**config.mk**
```make
export PLATFORM = sky130hd
export DESIGN_NAME = ctrl_sequencer
export DESIGN_NICKNAME = d
export VERILOG_FILES = /design/src/rtl/proc_pkg.sv /design/src/rtl/dec3to8.sv /design/src/rtl/ctrl_sequencer.sv
export SDC_FILE = /design/constraint.sdc
export NUM_CORES = 1
export LEC_CHECK = 0
export ABC_AREA = 1
export CORE_AREA = 2 2 56 58
export DETAILED_ROUTE_END_ITERATION = 8
export DIE_AREA = 0 0 58 60
export GPL_TIMING_DRIVEN = 0
export PLACE_DENSITY_LB_ADDON = 0.1
export SYNTH_ARGS = -nofsm -noshare
export SYNTH_HDL_FRONTEND = slang
export SYNTH_SLANG_ARGS = --single-unit
export TNS_END_PERCENT = 100
```
**constraint.sdc**
```tcl
create_clock -name Clock -period 3.4 [get_ports Clock]
set_clock_uncertainty 0.15 [all_clocks]
set_input_delay 0.68 -clock Clock [delete_from_list [all_inputs] [get_ports Clock]]
set_output_delay 0.68 -clock Clock [all_outputs]
set_load 0.02 [all_outputs]
```
**src/rtl/proc_pkg.sv**
```systemverilog
`default_nettype none
// ============================================================================
//  Module      : proc_pkg
//  Description : Shared definitions for the 16-bit bus processor: opcode
//                values, ALU select codes (also used by the ALU), control
//                sequencer state encoding and instruction-word field positions.
//  Revision    : 1.0  initial release
// ============================================================================
package proc_pkg;

    // Instruction word layout: op = IR[15:12], Rx = IR[11:9], Ry = IR[8:6]
    localparam int unsigned c_ir_w      = 16;
    localparam int unsigned c_ir_op_lsb = 12;
    localparam int unsigned c_ir_rx_lsb = 9;
    localparam int unsigned c_ir_ry_lsb = 6;
    localparam int unsigned c_idx_w     = 3;

    // Opcodes; 8..15 are illegal
    localparam logic [3:0] c_op_mv  = 4'd0;
    localparam logic [3:0] c_op_mvi = 4'd1;
    localparam logic [3:0] c_op_add = 4'd2;
    localparam logic [3:0] c_op_sub = 4'd3;
    localparam logic [3:0] c_op_and = 4'd4;
    localparam logic [3:0] c_op_slt = 4'd5;
    localparam logic [3:0] c_op_sll = 4'd6;
    localparam logic [3:0] c_op_srl = 4'd7;

    // ALU select codes; the ALU opcodes are laid out so that alu = op - 2
    localparam logic [2:0] c_alu_add = 3'b000;
    localparam logic [2:0] c_alu_sub = 3'b001;
    localparam logic [2:0] c_alu_and = 3'b010;
    localparam logic [2:0] c_alu_slt = 3'b011;
    localparam logic [2:0] c_alu_sll = 3'b100;
    localparam logic [2:0] c_alu_srl = 3'b101;

    // Sequencer time steps
    typedef enum logic [1:0] {
        T0 = 2'd0,
        T1 = 2'd1,
        T2 = 2'd2,
        T3 = 2'd3
    } state_t;

    // True for the six opcodes that use the A/G/ALU path
    function automatic logic is_alu_op(input logic [3:0] op);
        return (op >= c_op_add) && (op <= c_op_srl);
    endfunction

    // True for any defined opcode
    function automatic logic is_legal_op(input logic [3:0] op);
        return op <= c_op_srl;
    endfunction

    // ALU select for an ALU-class opcode
    function automatic logic [2:0] alu_sel(input logic [3:0] op);
        return op[2:0] - 3'd2;
    endfunction

endpackage : proc_pkg
`default_nettype wire

```
**src/rtl/dec3to8.sv**
```systemverilog
`default_nettype none
// ============================================================================
//  Module      : dec3to8
//  Description : 3-bit index to 8-bit one-hot decoder with enable. Output is
//                all zeros when disabled, so a disabled decoder never selects
//                a register.
//  Ports       : i_en     - decoder enable
//                i_idx    - register index
//                o_onehot - one-hot select (zero when i_en = 0)
//  Revision    : 1.0  initial release
// ============================================================================
module dec3to8 (
    input  logic       i_en,
    input  logic [2:0] i_idx,
    output logic [7:0] o_onehot
);

    always_comb begin
        o_onehot = 8'b0;
        if (i_en) begin
            o_onehot[i_idx] = 1'b1;
        end
    end

endmodule : dec3to8
`default_nettype wire

```
**src/rtl/ctrl_sequencer.sv**
```systemverilog
`default_nettype none
// ============================================================================
//  Module      : ctrl_sequencer
//  Description : Multi-cycle control FSM for the 16-bit bus processor. Latches
//                the instruction word from DIN in T0 and sequences register
//                file, A, G and bus-source enables over T0..T3. Drives the ALU
//                select. Only the state and IR are registered; all control
//                outputs are decoded combinationally from state and IR.
//  Parameters  : NREGS - number of general registers (one-hot width)
//                OPW   - opcode field width
//  Ports       : Clock  - system clock, rising edge
//                Reset  - synchronous, active-high
//                Run    - start request, sampled in T0 only
//                DIN    - instruction word (T0) / mvi immediate (T1)
//                IRin   - load IR from DIN
//                Rin    - one-hot register write enable
//                Rout   - one-hot register-to-bus enable
//                Ain    - load A from bus
//                Gin    - load G from ALU
//                Gout   - G-to-bus enable
//                DINout - DIN-to-bus enable
//                AluOp  - ALU select
//                Done   - final-cycle pulse of every instruction
//                Illegal- sticky illegal-opcode flag (CTRL_ILLEGAL_EN only)
//  Config      : define CTRL_ILLEGAL_EN to add the Illegal output.
//  Revision    : 1.0  initial release
// ============================================================================
module ctrl_sequencer
    import proc_pkg::*;
#(
    parameter int unsigned NREGS = 8,
    parameter int unsigned OPW   = 4
) (
    input  logic             Clock,
    input  logic             Reset,
    input  logic             Run,
    input  logic [15:0]      DIN,
    output logic             IRin,
    output logic [NREGS-1:0] Rin,
    output logic [NREGS-1:0] Rout,
    output logic             Ain,
    output logic             Gin,
    output logic             Gout,
    output logic             DINout,
    output logic [2:0]       AluOp,
    output logic             Done
`ifdef CTRL_ILLEGAL_EN
    ,
    output logic             Illegal
`endif
);

    // ------------------------------------------------------------------
    // Registered state
    // ------------------------------------------------------------------
    state_t              r_state;
    logic [c_ir_w-1:0]   r_ir;

    // ------------------------------------------------------------------
    // Instruction field decode
    // ------------------------------------------------------------------
    logic [OPW-1:0]      w_op;
    logic [c_idx_w-1:0]  w_rx;
    logic [c_idx_w-1:0]  w_ry;
    logic                w_alu_op;
    logic                w_legal;

    assign w_op     = r_ir[c_ir_op_lsb +: OPW];
    assign w_rx     = r_ir[c_ir_rx_lsb +: c_idx_w];
    assign w_ry     = r_ir[c_ir_ry_lsb +: c_idx_w];
    assign w_alu_op = is_alu_op(w_op);
    assign w_legal  = is_legal_op(w_op);

    // ------------------------------------------------------------------
    // Register select requests feeding the two one-hot decoders
    // ------------------------------------------------------------------
    logic                w_rin_en;
    logic [c_idx_w-1:0]  w_rin_idx;
    logic                w_rout_en;
    logic [c_idx_w-1:0]  w_rout_idx;
    logic [7:0]          w_rin_onehot;
    logic [7:0]          w_rout_onehot;

    // ------------------------------------------------------------------
    // Output decode. Everything is gated by Reset so that an abort in any
    // state issues no write or load in the reset cycle itself.
    // ------------------------------------------------------------------
    always_comb begin
        IRin       = 1'b0;
        w_rin_en   = 1'b0;
        w_rin_idx  = w_rx;
        w_rout_en  = 1'b0;
        w_rout_idx = w_rx;
        Ain        = 1'b0;
        Gin        = 1'b0;
        Gout       = 1'b0;
        DINout     = 1'b0;
        AluOp      = c_alu_add;
        Done       = 1'b0;

        if (!Reset) begin
            case (r_state)
                T0: begin
                    IRin = Run;
                end
                T1: begin
                    if (w_op == c_op_mv) begin
                        // Ry onto the bus, written into Rx; Rx==Ry is a self-copy
                        w_rout_en  = 1'b1;
                        w_rout_idx = w_ry;
                        w_rin_en   = 1'b1;
                        w_rin_idx  = w_rx;
                        Done       = 1'b1;
                    end else if (w_op == c_op_mvi) begin
                        DINout     = 1'b1;
                        w_rin_en   = 1'b1;
                        w_rin_idx  = w_rx;
                        Done       = 1'b1;
                    end else if (w_alu_op) begin
                        w_rout_en  = 1'b1;
                        w_rout_idx = w_rx;
                        Ain        = 1'b1;
                    end else begin
                        // Illegal opcode: finish as a no-op without a write
                        Done       = 1'b1;
                    end
                end
                T2: begin
                    w_rout_en  = 1'b1;
                    w_rout_idx = w_ry;
                    Gin        = 1'b1;
                    AluOp      = alu_sel(w_op);
                end
                T3: begin
                    Gout       = 1'b1;
                    w_rin_en   = 1'b1;
                    w_rin_idx  = w_rx;
                    Done       = 1'b1;
                end
                default: begin
                    IRin = 1'b0;
                end
            endcase
        end
    end

    // ------------------------------------------------------------------
    // One-hot register selects
    // ------------------------------------------------------------------
    dec3to8 u_dec_rin (
        .i_en     (w_rin_en),
        .i_idx    (w_rin_idx),
        .o_onehot (w_rin_onehot)
    );

    dec3to8 u_dec_rout (
        .i_en     (w_rout_en),
        .i_idx    (w_rout_idx),
        .o_onehot (w_rout_onehot)
    );

    assign Rin  = NREGS'(w_rin_onehot);
    assign Rout = NREGS'(w_rout_onehot);

    // ------------------------------------------------------------------
    // State and instruction register. Run is only looked at in T0, so a
    // request held through an instruction is first accepted the cycle
    // after Done.
    // ------------------------------------------------------------------
    always_ff @(posedge Clock) begin
        if (Reset) begin
            r_state <= T0;
            r_ir    <= '0;
        end else begin
            case (r_state)
                T0: begin
                    if (Run) begin
                        r_ir    <= DIN;
                        r_state <= T1;
                    end
                end
                T1: begin
                    r_state <= w_alu_op ? T2 : T0;
                end
                T2: begin
                    r_state <= T3;
                end
                T3: begin
                    r_state <= T0;
                end
                default: begin
                    r_state <= T0;
                end
            endcase
        end
    end

`ifdef CTRL_ILLEGAL_EN
    // ------------------------------------------------------------------
    // Sticky illegal flag. The registered part records the event at the
    // end of T1; the combinational term makes the flag visible already in
    // the T1 cycle. It is cleared on the edge where the next Run is taken.
    // ------------------------------------------------------------------
    logic r_illegal;

    always_ff @(posedge Clock) begin
        if (Reset) begin
            r_illegal <= 1'b0;
        end else if ((r_state == T0) && Run) begin
            r_illegal <= 1'b0;
        end else if ((r_state == T1) && !w_legal) begin
            r_illegal <= 1'b1;
        end
    end

    assign Illegal = !Reset && (r_illegal || ((r_state == T1) && !w_legal));
`else
    // Illegal opcodes complete as a silent no-op; the legality decode is
    // still used by the T1 fall-through above only through w_alu_op.
    logic w_legal_unused;
    assign w_legal_unused = w_legal;
`endif

endmodule : ctrl_sequencer
`default_nettype wire

```
Yosys cells after proc, flatten, opt, wreduce, memory -nomap -nowiden. Cells that the tools add are included.

Input bits: 19. Flip-flop bits (word level): 18.

$add $sub $neg: 1. Reductions and logical operators: 6. Mux-type cells: 40. Equality and inequality tests: 5. $lt $le $gt $ge: 6.

Operator list (number): $mux 1 (25); $mux 8 (2); $mux 3 (4); $lt 3x4->1 const B (2); $pmux 2 s4 (1); $demux 1 s3 (2); $ge 3x1->1 const B (2); $pmux 1 s2 (3); $pmux 3 s2 (1); $eq 2x2->1 const B (2); $eq 4x1->1 const B (1); $ge 4x2->1 const B (1); $le 4x3->1 const B (1); $logic_not 4->1 (1); $mux 2 (2); $logic_and 1x1->1 (3); $sub 3x2->3 const B (1); $eq 2x1->1 const B (1); $logic_not 2->1 (1); $ne 2x2->1 const B (1); $reduce_and 2->1 (1).

Logic depth before layout (Yosys ltp).
Depth after elaboration: 9. Depth in mapped cells: 10.

Modules after synthesis. A second synthesis with hierarchy kept.

Cells, all modules: 141. Area total of the unflattened synthesis: 848.3 um^2.

By module, submodules not included: ctrl_sequencer (instances 1, cells an instance 107, area each 720.7 um^2, sequential area each 240.2 um^2); dec3to8 (instances 2, cells an instance 17, area each 63.8 um^2, sequential area each 0.0 um^2).

Worst setup path before layout. OpenSTA, ideal clock, no wires.

Path kind: in2out. Start point: in Reset. End point: out AluOp[2]. Stages: 3. Setup slack: 1.078 ns. Required time: 2.570 ns. Arrival: 1.492 ns. Buffers on the path: 0. Path through: nor2_1 > inv_1 > a21oi_1.

Word-level cells in the longest chain between the ends: 1.

RTL lines: from (decl) (line ctrl_sequencer.sv:35) `input logic Reset,`; $mux 3 (line ctrl_sequencer.sv:101) `if (!Reset) begin`; to (decl) (line ctrl_sequencer.sv:45) `output logic [2:0] AluOp,`.

No other way between the ends.

Worst setup path after layout.
Start point: in Reset. End point: out Rin[1].

Word-level cells in the longest chain between the ends: 2.

RTL lines: $mux 1 (line ctrl_sequencer.sv:101); $mux 8 (line dec3to8.sv:20) `if (i_en) begin`; to (decl) (line ctrl_sequencer.sv:39) `output logic [NREGS-1:0] Rin,`.

No other way between the ends.

==> metrics.txt <==
Post-Syn Area=823 um^2; main area contributors after synthesis=dfxtp_1 29%, nor2_1 13%, nand2_1 12%; TritonCTS clock tree=yes; Worst Hold Class=reg -> reg; EDFF count, synth=0; FP Rows=20; sequential area share after synthesis=29.2%; Ys Warns=0; TritonCTS buffer count=3; Vias=912; vias in the first global route=899; synthesized net count=156; ANT cells=0; Peak VDD IR=226 uV; port bufs=37; DRT Pass-1 Iters=4; status=complete, no violations; max-slew violations=0; RSZ-0062 raised after global routing=no; crit path kind=in -> out; Setup violations, final=0; initial DRC count=25; Tcrit/Tclk final=96.1%; most common flop cell mapped by yosys=dfxtp_1; Starting Density=28.4%; Overflow after GRT=0; CTS Root Buffer Type=clkbuf_4; Max-Cap Viols=0; CTS sink count=12; CP required=2.57 ns; Post CTS Setup Buffer Count=0; Min Hold Slack=0.308 ns; Least-Margin Pin Slew=0.479 ns; initial antenna violation count=0; die area=0.00348 mm^2; die width=58 um; power per cell area=419 mW/mm^2; CP arrival=2.44 ns; most common cell in the netlist=nor2_1; final wirelength=2190 um; synth unique cells=19; DR WL/cell=10.6 um; insertion delay to the later sink of the worst-skew pair=0.28 ns; P_leak=0.721 nW; via density per instance=4.43; Final min period=3.27 ns; first-pass GRT wire length=3810 um; largest net degree at the start of global routing=11; Overall Global Routing Usage=14.3%; CTS H-tree depth=1; Max Clk Rate=0.306 GHz; die outline height=60 um; CTS clk-pin slew, worst paths=0.07 ns; max_slew headroom=68.0%; Synth top area share=29.2%; Area growth syn-to-layout=55.8%; post-synthesis register bit count=12; post-synth top area cell=dfxtp_1; top cells by count, synth=28 x nor2_1, 26 x nand2_1, 15 x inv_1; Nets=198; TNS Setup=0 ns; Detail Route Antenna Nets=0; ys async rst share=0%; Startpoint Class=input port; DP HPWL=1780 um; Final Hold Vio Count=0; Fillers=327; layout cell share with drive strength beyond 1=13.9%; Max clock buf depth=2; Mapped Cells=133; Mean Syn Cell Area=6.19 um^2; io pins=44; crit end category=primary output; core footprint=0.00290 mm^2; Routability Congestion=0.819; DRC violations left=0; crit path max fanout=6
[worst paths after layout]
check	start	to	slack, ns	cells after the start
setup / recovery	Reset	Rin[1]	0.13	7
hold / removal	r_ir[6]$_SDFFE_PP0P_	r_ir[6]$_SDFFE_PP0P_	0.31	2
setup reg to reg	r_state[0]$_SDFFE_PP0P_	r_ir[9]$_SDFFE_PP0P_	1.75	6
hold reg to reg	r_ir[6]$_SDFFE_PP0P_	r_ir[6]$_SDFFE_PP0P_	0.31	2
[power by group]
| group | switching (W) | total (W) | internal [W] |
|---|---|---|---|
| combinational | 0.000158 | 0.000257 | 0.0000988 |
| sequential | 0.0000219 | 0.000190 | 0.000168 |
| clock | 0.0000492 | 0.0000903 | 0.0000411 |
| total | 0.000229 | 0.000537 | 0.000308 |
[layer usage]
metal	routed length, um	vias to the layer above	track usage [%]	part of all wire (%)
li1	-	490	-	-
met1	1000	387	17.6	46
met2	1010	31	24.0	46
met3	146	4	2.38	6.7
met4	29	0	6.98	1.3
met5	0	-	0	0
[cell type report]
| class | instances | area (um^2) | area share (%) |
|---|---|---|---|
| tap | 33 | 41.3 | 3.22 |
| clock buffer | 3 | 22.5 | 1.76 |
| sequential | 12 | 240 | 18.7 |
| inverter | 22 | 82.6 | 6.44 |
| timing repair buffer | 37 | 395 | 30.8 |
| buffer | 3 | 12.5 | 0.976 |
| multi-input combinational | 96 | 488 | 38.0 |
[placed cells by master, fill, tap and decap left out]
master	n
nand4_1	1
a211oi_1	1
nor2_2	1
nor2_1	28
nand3_2	3
o21ai_0	10
a221oi_1	1
ha_1	4
nand2_1	26
nand3_1	1
clkbuf_2	1
clkdlybuf4s50_1	27
nor2_4	1
inv_1	15
dlymetal6s2s_1	10
a21oi_1	11
clkbuf_1	2
nand2_2	7
clkbuf_4	3
dfxtp_1	12
inv_2	7
nand2_4	1
[critical path, stage by stage]
cell and delay [ns]:
clkdlybuf4s50_1 0.51, inv_2 0.16, nand4_1 0.14, nand2_1 0.12
nand2_1 0.11, nor2_1 0.10, clkdlybuf4s50_1 0.61
[timing repair]
item                                    in CTS  in global routing
hold buffers                                 0                  0
endpoints found under the setup margin       0                 10
gates resized for setup                      0                 10
[metrics by stage]
stage                     total power [W]  setup slack, ns  util (%)  cells  cell area (um^2)
after floorplan                  0.000371             1.08         -    133               823
after global placement           0.000448           0.0693      42.5    203              1230
after detailed placement         0.000452           0.0541      42.5    203              1230
after CTS                        0.000544           0.0531      43.3    206              1260
after global routing             0.000587          0.00739      44.2    206              1280
final                            0.000537            0.132      44.2    206              1280
[flip-flops by register name, indices dropped and copies added (netlist names), named ones only]
| signal | flops |
|---|---|
| r_ir | 10 |
| r_state | 1 |
[cell families after synthesis]
kind of cell / after synthesis / synth area share [%]
buf+inv: 25 / 11.6
simple gates: 69 / 38.4
compound gates: 23 / 14.7
fa+ha+maj: 4 / 6.08
flops: 12 / 29.2
Note: power is estimated with default switching activity, not from simulation.
